--- src/rtl/img_ds_pkg.sv ---
// Shared types and defaults for the image down-sampling datapath.
package img_ds_pkg;

  localparam int PIX_W_DEF     = 8;
  localparam int LOG2_NPIX_DEF = 2;

  typedef enum logic [1:0] {
    IDLE = 2'd0,
    ACC  = 2'd1,
    DIV  = 2'd2,
    WB   = 2'd3
  } avg_state_t;

endpackage

--- src/rtl/avg_div_round.sv ---
// Combinational divide-by-2**LOG2_NPIX with optional round-half-up and
// saturation back down to PIX_W bits.
module avg_div_round #(
  parameter int PIX_W     = 8,
  parameter int LOG2_NPIX = 2,
  parameter int ROUND     = 1
) (
  input  logic [PIX_W+LOG2_NPIX-1:0] acc,
  output logic [PIX_W-1:0]           avg
);

  localparam int ACC_W = PIX_W + LOG2_NPIX;
  localparam logic [ACC_W:0] RND =
    (ROUND != 0) ? (ACC_W+1)'((1 << LOG2_NPIX) >> 1) : '0;

  logic [ACC_W:0] biased;
  logic [ACC_W:0] shifted;

  always_comb begin
    biased  = {1'b0, acc} + RND;
    shifted = biased >> LOG2_NPIX;
    // Only the rounding carry can push the quotient past PIX_W bits.
    if (|shifted[ACC_W:PIX_W]) avg = '1;
    else                       avg = shifted[PIX_W-1:0];
  end

endmodule

--- src/rtl/pixel_avg_unit.sv ---
// Accumulates NPIX pixels, writes their rounded average onto bus3 and
// strobes wr/enY for one cycle so the destination register captures it.
module pixel_avg_unit
  import img_ds_pkg::*;
#(
  parameter int PIX_W     = PIX_W_DEF,
  parameter int LOG2_NPIX = LOG2_NPIX_DEF,
  parameter int ROUND     = 1
) (
  input  logic                 clk,
  input  logic                 rst,
  input  logic                 start,
  input  logic                 abort,
  input  logic [PIX_W-1:0]     pix_in,
  input  logic                 pix_vld,
  output logic [PIX_W-1:0]     bus3,
  output logic                 wr,
  output logic                 enY,
  output logic                 busy,
  output logic                 done,
  output logic [LOG2_NPIX:0]   pix_cnt
);

  localparam int ACC_W = PIX_W + LOG2_NPIX;
  localparam logic [LOG2_NPIX:0] CNT_ONE  = (LOG2_NPIX+1)'(1);
  localparam logic [LOG2_NPIX:0] CNT_LAST = (LOG2_NPIX+1)'((1 << LOG2_NPIX) - 1);

  avg_state_t       state;
  logic [ACC_W-1:0] acc;
  logic [PIX_W-1:0] avg;

  avg_div_round #(
    .PIX_W     (PIX_W),
    .LOG2_NPIX (LOG2_NPIX),
    .ROUND     (ROUND)
  ) u_div (
    .acc (acc),
    .avg (avg)
  );

  always_ff @(posedge clk) begin
    if (rst) begin
      state   <= IDLE;
      acc     <= '0;
      bus3    <= '0;
      pix_cnt <= '0;
      wr      <= 1'b0;
      enY     <= 1'b0;
      busy    <= 1'b0;
      done    <= 1'b0;
    end else begin
      wr   <= 1'b0;
      enY  <= 1'b0;
      done <= 1'b0;
      case (state)
        IDLE: begin
          if (start) begin
            acc     <= '0;
            pix_cnt <= '0;
            busy    <= 1'b1;
            state   <= ACC;
          end
        end
        ACC: begin
          if (abort) begin
            acc     <= '0;
            pix_cnt <= '0;
            busy    <= 1'b0;
            state   <= IDLE;
          end else if (pix_vld) begin
            acc     <= acc + ACC_W'(pix_in);
            pix_cnt <= pix_cnt + CNT_ONE;
            if (pix_cnt == CNT_LAST) state <= DIV;
          end
        end
        DIV: begin
          if (abort) begin
            acc     <= '0;
            pix_cnt <= '0;
            busy    <= 1'b0;
            state   <= IDLE;
          end else begin
            bus3  <= avg;
            wr    <= 1'b1;
            enY   <= 1'b1;
            state <= WB;
          end
        end
        WB: begin
          busy  <= 1'b0;
          done  <= 1'b1;
          state <= IDLE;
        end
        default: state <= IDLE;
      endcase
    end
  end

endmodule

--- config.mk ---
export PLATFORM = sky130hd
export DESIGN_NAME = pixel_avg_unit
export DESIGN_NICKNAME = d
export VERILOG_FILES = /design/src/rtl/img_ds_pkg.sv /design/src/rtl/avg_div_round.sv /design/src/rtl/pixel_avg_unit.sv
export SDC_FILE = /design/constraint.sdc
export NUM_CORES = 1
export LEC_CHECK = 0
export CORE_MARGIN = 2
export CORE_UTILIZATION = 55
export DETAILED_ROUTE_END_ITERATION = 7
export PLACE_DENSITY = 0.83
export SLEW_MARGIN = 25
export SYNTH_ARGS = -nofsm -noshare
export SYNTH_HDL_FRONTEND = slang
export SYNTH_SLANG_ARGS = --single-unit
--- constraint.sdc ---
create_clock -name clk -period 5.5 [get_ports clk]
set_input_delay 0.55 -clock clk [delete_from_list [all_inputs] [get_ports clk]]
set_output_delay 0.55 -clock clk [all_outputs]
set_load 0.01 [all_outputs]
======== Word-level counts from Yosys, hierarchy flattened ========
Index checks and enable logic that the tools add are counted.
storage, ports and cells
  bits of input ports ..................... 13
  logic and storage cells ................. 51
  register bits ........................... 26
  output and inout port bits .............. 15
operators by class
  bitwise logic cells ..................... 2
  $add $sub $neg .......................... 3
  reductions and logical operators ........ 8
  equality and inequality tests ........... 9
  multiplexer cells ....................... 22
operators by type and width
  operator                                                count
  two-way mux 10 bit                                      4
  one-hot mux 10 bit (3 select lines)                     1
  two-way mux 3 bit                                       4
  adder 10 x 2 -> 11 bit (second input constant)          1
  adder 10 x 8 -> 10 bit                                  1
  two-way mux 2 bit                                       5
  one-hot mux 3 bit (3 select lines)                      1
  two-way mux 8 bit                                       1
  one-hot mux 2 bit (4 select lines)                      1
  inequality test 3 bit (second input constant)           2
  equality test 2 bit (second input constant)             2
  two-way mux 1 bit                                       4
  inequality test 2 bit (second input constant)           2
  AND reduction 2 bit                                     2
  AND reduction 4 bit                                     1
  OR reduction 2 bit                                      2
  adder 3 x 1 -> 3 bit (second input constant)            1
  equality test 3 x 2 -> 1 bit (second input constant)    1
  one-hot mux 1 bit (3 select lines)                      1
  AND reduction 3 bit                                     1
  nonzero test 3 bit                                      1
  equality test 2 x 1 -> 1 bit (second input constant)    1
  logical NOT 2 bit                                       1
  inequality test 2 x 1 -> 1 bit (second input constant)  1
  NOT 1 bit                                               2

======== Logic depth before layout (Yosys ltp) ========
  word-level depth ........................ 5
  gate-level depth with buffers ........... 9
  gate-level depth less buffers ........... 8

======== By module ========
Synthesis repeated with hierarchy kept, for this count alone.
unflattened totals
  cells, all modules ...................... 206
  area, all modules ....................... 1,664.1 sq um
by module, submodules not included
  module          times used  seq. area each (sq um)  area an instance (sq um)  cells each
  pixel_avg_unit  1           520.5                   1,465.2                   178
  avg_div_round   1           0.0                     198.9                     28

======== Worst setup path before layout ========
No wires, ideal clock.
  kind .................................... input-to-reg
  start ................................... input pix_in[0]
  end ..................................... register acc[8]
  setup time .............................. 74 ps
  data arrival time ....................... 2,082 ps
  cell stages on the path ................. 8
  path buffers ............................ 0
  slack ................................... 3,343 ps
  data required time ...................... 5,426 ps
  path through ............................ ha_1 > inv_1 > fa_1 > nor2b_1 > o31a_1 > o21ai_0 > or4_1 > a31oi_1
on the way
  longest elaborated chain between the ends .. 4
RTL lines
  item                                 line                  RTL
  start: declaration                   pixel_avg_unit.sv:14  input logic [PIX_W-1:0] pix_in,
  adder 10 x 8 -> 10 bit               pixel_avg_unit.sv:71  acc <= acc + ACC_W'(pix_in);
  two-way mux 10 bit                   pixel_avg_unit.sv:70  end else if (pix_vld) begin
  two-way mux 10 bit                   pixel_avg_unit.sv:65  if (abort) begin
  one-hot mux 10 bit (3 select lines)  pixel_avg_unit.sv:55  case (state)
  end signal: assignment               pixel_avg_unit.sv:71
  end: declaration                     pixel_avg_unit.sv:29  logic [ACC_W-1:0] acc;
No other way between the ends. The select of a mux whose other input is x is not followed.
A chain may end at the register's enable or synchronous reset.

======== Worst setup path after layout ========
  start ................................... register state[0]
  end ..................................... register acc[8]
on the way
  longest elaborated chain between the ends .. 3
  elaborated cells between the ends (all ways) .. 9
  classes of those cells .................. eq/ne (5); mux (1); reduce/logical (3)
RTL lines
  item                                                            line                  RTL
  start: declaration                                              pixel_avg_unit.sv:28  avg_state_t state;
  start signal: assignment                                        pixel_avg_unit.sv:43  state <= IDLE;
  start signal: assignment                                        pixel_avg_unit.sv:61  state <= ACC;
  start signal: assignment                                        pixel_avg_unit.sv:69  state <= IDLE;
  equality test 2 x 1 -> 1 bit (tied with other cells)            pixel_avg_unit.sv:55
  inequality test 3 bit (no source line) (tied with other cells)  -
  AND reduction 4 bit (no source line)                            -
Several ways; a longest one is shown, not always the timed one.

==> results.toml <==
[setup_path]
end_kind = "flip-flop"
crit_type = "reg2reg"
crit_arrival_ns = 2.83
critPathRequiredTime_ns = 5.75
r2r_setup_slack_ns = 2.92
critPathMaxFanout = 24
crit_path_start_kind = "flip-flop"

[logic_synthesis]
synth_top_cell_by_area = "dfxtp_1"
syn_area_um2 = 1580
ys_ff_latch = 26
async_reset_ff_share_pct = 0
synth_top_area_share_pct = 32.9
synth_edf_count = 0
synthMuxAreaShare_pct = 1.27
synthSimpleGateAreaFrac_pct = 22.0
synth_compound_area_share_pct = 21.6
yosys-top-cells-area = "dfxtp_1, ha_1, nor2_1"
synthAdderAreaFrac_pct = 14.7
syn_nets = 226
ys_seq_area_share_pct = 32.9
synth_top_family_by_area = "simple AND/OR/NAND/NOR gates"
synth_most_common_cell = "nor2_1"
synthCells = 195
netlist-cell-type-count = 34
synth-xor-area-share_pct = 2.77
synth_ff_type = "dfxtp_1"
ys_top_cells_by_count = "nor2_1, dfxtp_1, ha_1, nand2_1, a21oi_1"
syn_area_per_cell_um2 = 8.10
ys_warn_count = 0

[floorplanning]
ioPinCount = 28
start_util_pct = 57.8
coreArea_um2 = 2730
rows = 19
die-height_um = 57.6
die_w_um = 57.6
die_area_um2 = 3320

[power_and_ir_drop]
p_sw_share_pct = 26.7
vdd_drop_max_v = 0.000206
pwr-share-clk_pct = 32.5
power_frac_comb_pct = 18.4
power.internal_uw = 301
switchingPower_uw = 110
power_per_cell_area_nw_per_um2 = 216
seqPwrFrac_pct = 49.0
p_leak_uw = 0.000728

[job]
cap_violations = 0

[clocking]
clockBufferDepth = 2
cts_resized = 0
cts_hold_buf = 0
cts_made_buffers = 3
cts_sinks = 26
insertion_delay_ns = 0.33
htreeDepth = 1
cts_setup_buffers = 0
tritoncts = "yes"
clock_tree.root_cell = "clkbuf_4"
clk_pin_slew_ns = 0.15

[sta]
finalCritPeriodShare_pct = 47.0
hold_violations = 0
skew_ns = 0.00267
setup_viol = 0
relSlewSlack_pct = 33.0
tightest_slew_ns = 1.00
fmax_mhz = 387
post-route-min-period_ns = 2.58
setup_tns_ns = 0
rsz0062_at_grt = "false"
drv_slew = 0

[routing]
postRouteAntennaNets = 0
route.detailed.drc = 0
wl_um = 3530
drt-pass1-iter-count = 4
routed_via_density = 6.04
drt-wirelength-per-cell_um = 14.2
num_vias = 1504
drt-initial-drc-count = 58

[run_status]
status = "complete, no violations"

[global_route]
gr-total-overflow = 0
grt_pass1_wl_um = 6020
track_usage_pct = 22.6
grt_max_degree = 28
antenna_found_initial = 0
first_global_vias = 1412

[placed_design]
hpwl_um = 2610
port_buffers = 27
place.gp.congestion = 0.925
place_area_um2 = 1850

[final_layout]
antenna_cells = 0
nFillCells = 224
fin_area_um2 = 1910
syn2layout_area_growth_pct = 20.6
drive_above_1_share_pct = 1.83
nets = 250

[hold_path]
hold_path_class = "reg2reg"
==> power groups by stage <==
stage	Sequential, uW	Clock, uW	Combinational [uW]
final	202	134	75.8
after detailed placement	206	0	74.6
after global routing	203	139	84.2
after floorplan	205	0	49.7
after global placement	205	0	71.6
after CTS	202	134	75.4
==> final timing paths <==
check,startpoint,end,depth (start not counted)
worst max-delay path,state[0],acc[8],6
worst min-delay path,bus3[6],bus3[6],2
worst max register to register,state[0],acc[8],6
worst min register to register,bus3[6],bus3[6],2
==> registers in the layout, summed over array words and instances (netlist names) <==
name / flops
acc: 10
bus3: 8
pix_cnt: 3
state: 2
busy: 1
done: 1
enY: 1
==> layout by cell type, fill, tap and decap left out, types with 2 or more instances in the layout <==
| cell type | n |
|---|---|
| o21a_1 | 6 |
| nor2b_1 | 6 |
| nand2_1 | 17 |
| a31oi_1 | 4 |
| nor2_1 | 30 |
| a211oi_1 | 9 |
| clkdlybuf4s50_1 | 27 |
| mux2i_1 | 2 |
| or4_1 | 2 |
| a21o_1 | 3 |
| o31ai_1 | 2 |
| a2111oi_0 | 2 |
| inv_1 | 10 |
| nand3b_1 | 2 |
| nand3_1 | 4 |
| ha_1 | 17 |
| xor2_1 | 4 |
| clkbuf_4 | 3 |
| dfxtp_1 | 26 |
| nand4_1 | 3 |
| a2111o_1 | 2 |
| nor3_1 | 7 |
| a21oi_1 | 14 |
| o21ai_0 | 6 |
==> per-layer routing <==
metal  global-route usage [%]  up-vias  routed length (um)
met3                     2.49        8                 187
met2                     39.6       56                1760
met5                        0        -                   0
li1                         -      747                   -
met4                     7.97        0                  54
met1                     28.7      693                1520
==> logic make-up (layout without fill, tap and decap cells) <==
kind of cell,count (synthesis),after routing
XOR/XNOR,5,5
AND/OR/NAND/NOR,75,75
adder cells (fa/ha/maj),18,18
flip-flops,26,26
AO/OA/AOI/OAI,51,51
multiplexers,2,2
buffers and inverters,18,41
==> metrics by stage <==
step / setup slack [ns] / utilization, % / total power [uW] / hold slack (ns) / std cells
4_1_cts: 2.91 / 69.7 / 411 / 0.465 / 249
6_report: 2.92 / 69.7 / 411 / 0.466 / 249
3_3_place_gp: 2.78 / 67.8 / 276 / 0.444 / 245
2_1_floorplan: 3.34 / - / 254 / 0.458 / 195
3_5_place_dp: 2.69 / 67.8 / 280 / 0.447 / 245
5_1_grt: 2.77 / 69.7 / 426 / 0.504 / 249
==> cell type report <==
| cell class | count | area, um^2 | share of cell area [%] |
|---|---|---|---|
| timing repair buffer | 27 | 270 | 14.2 |
| sequential | 26 | 520 | 27.3 |
| clock inverter | 1 | 30.0 | 1.58 |
| inverter | 10 | 37.5 | 1.97 |
| multi-input combinational | 151 | 986 | 51.7 |
| clock buffer | 3 | 22.5 | 1.18 |
| tap | 31 | 38.8 | 2.04 |
==> worst max-delay path, stage by stage, from the launching register on <==
cell and delay, ns:
dfxtp_1 0.45, inv_1 0.12, ha_1 0.23, nor2b_1 0.25, a2111o_1 0.72, or4_1 0.57, a31oi_1 0.17
Power figures use the tool's default switching activity.
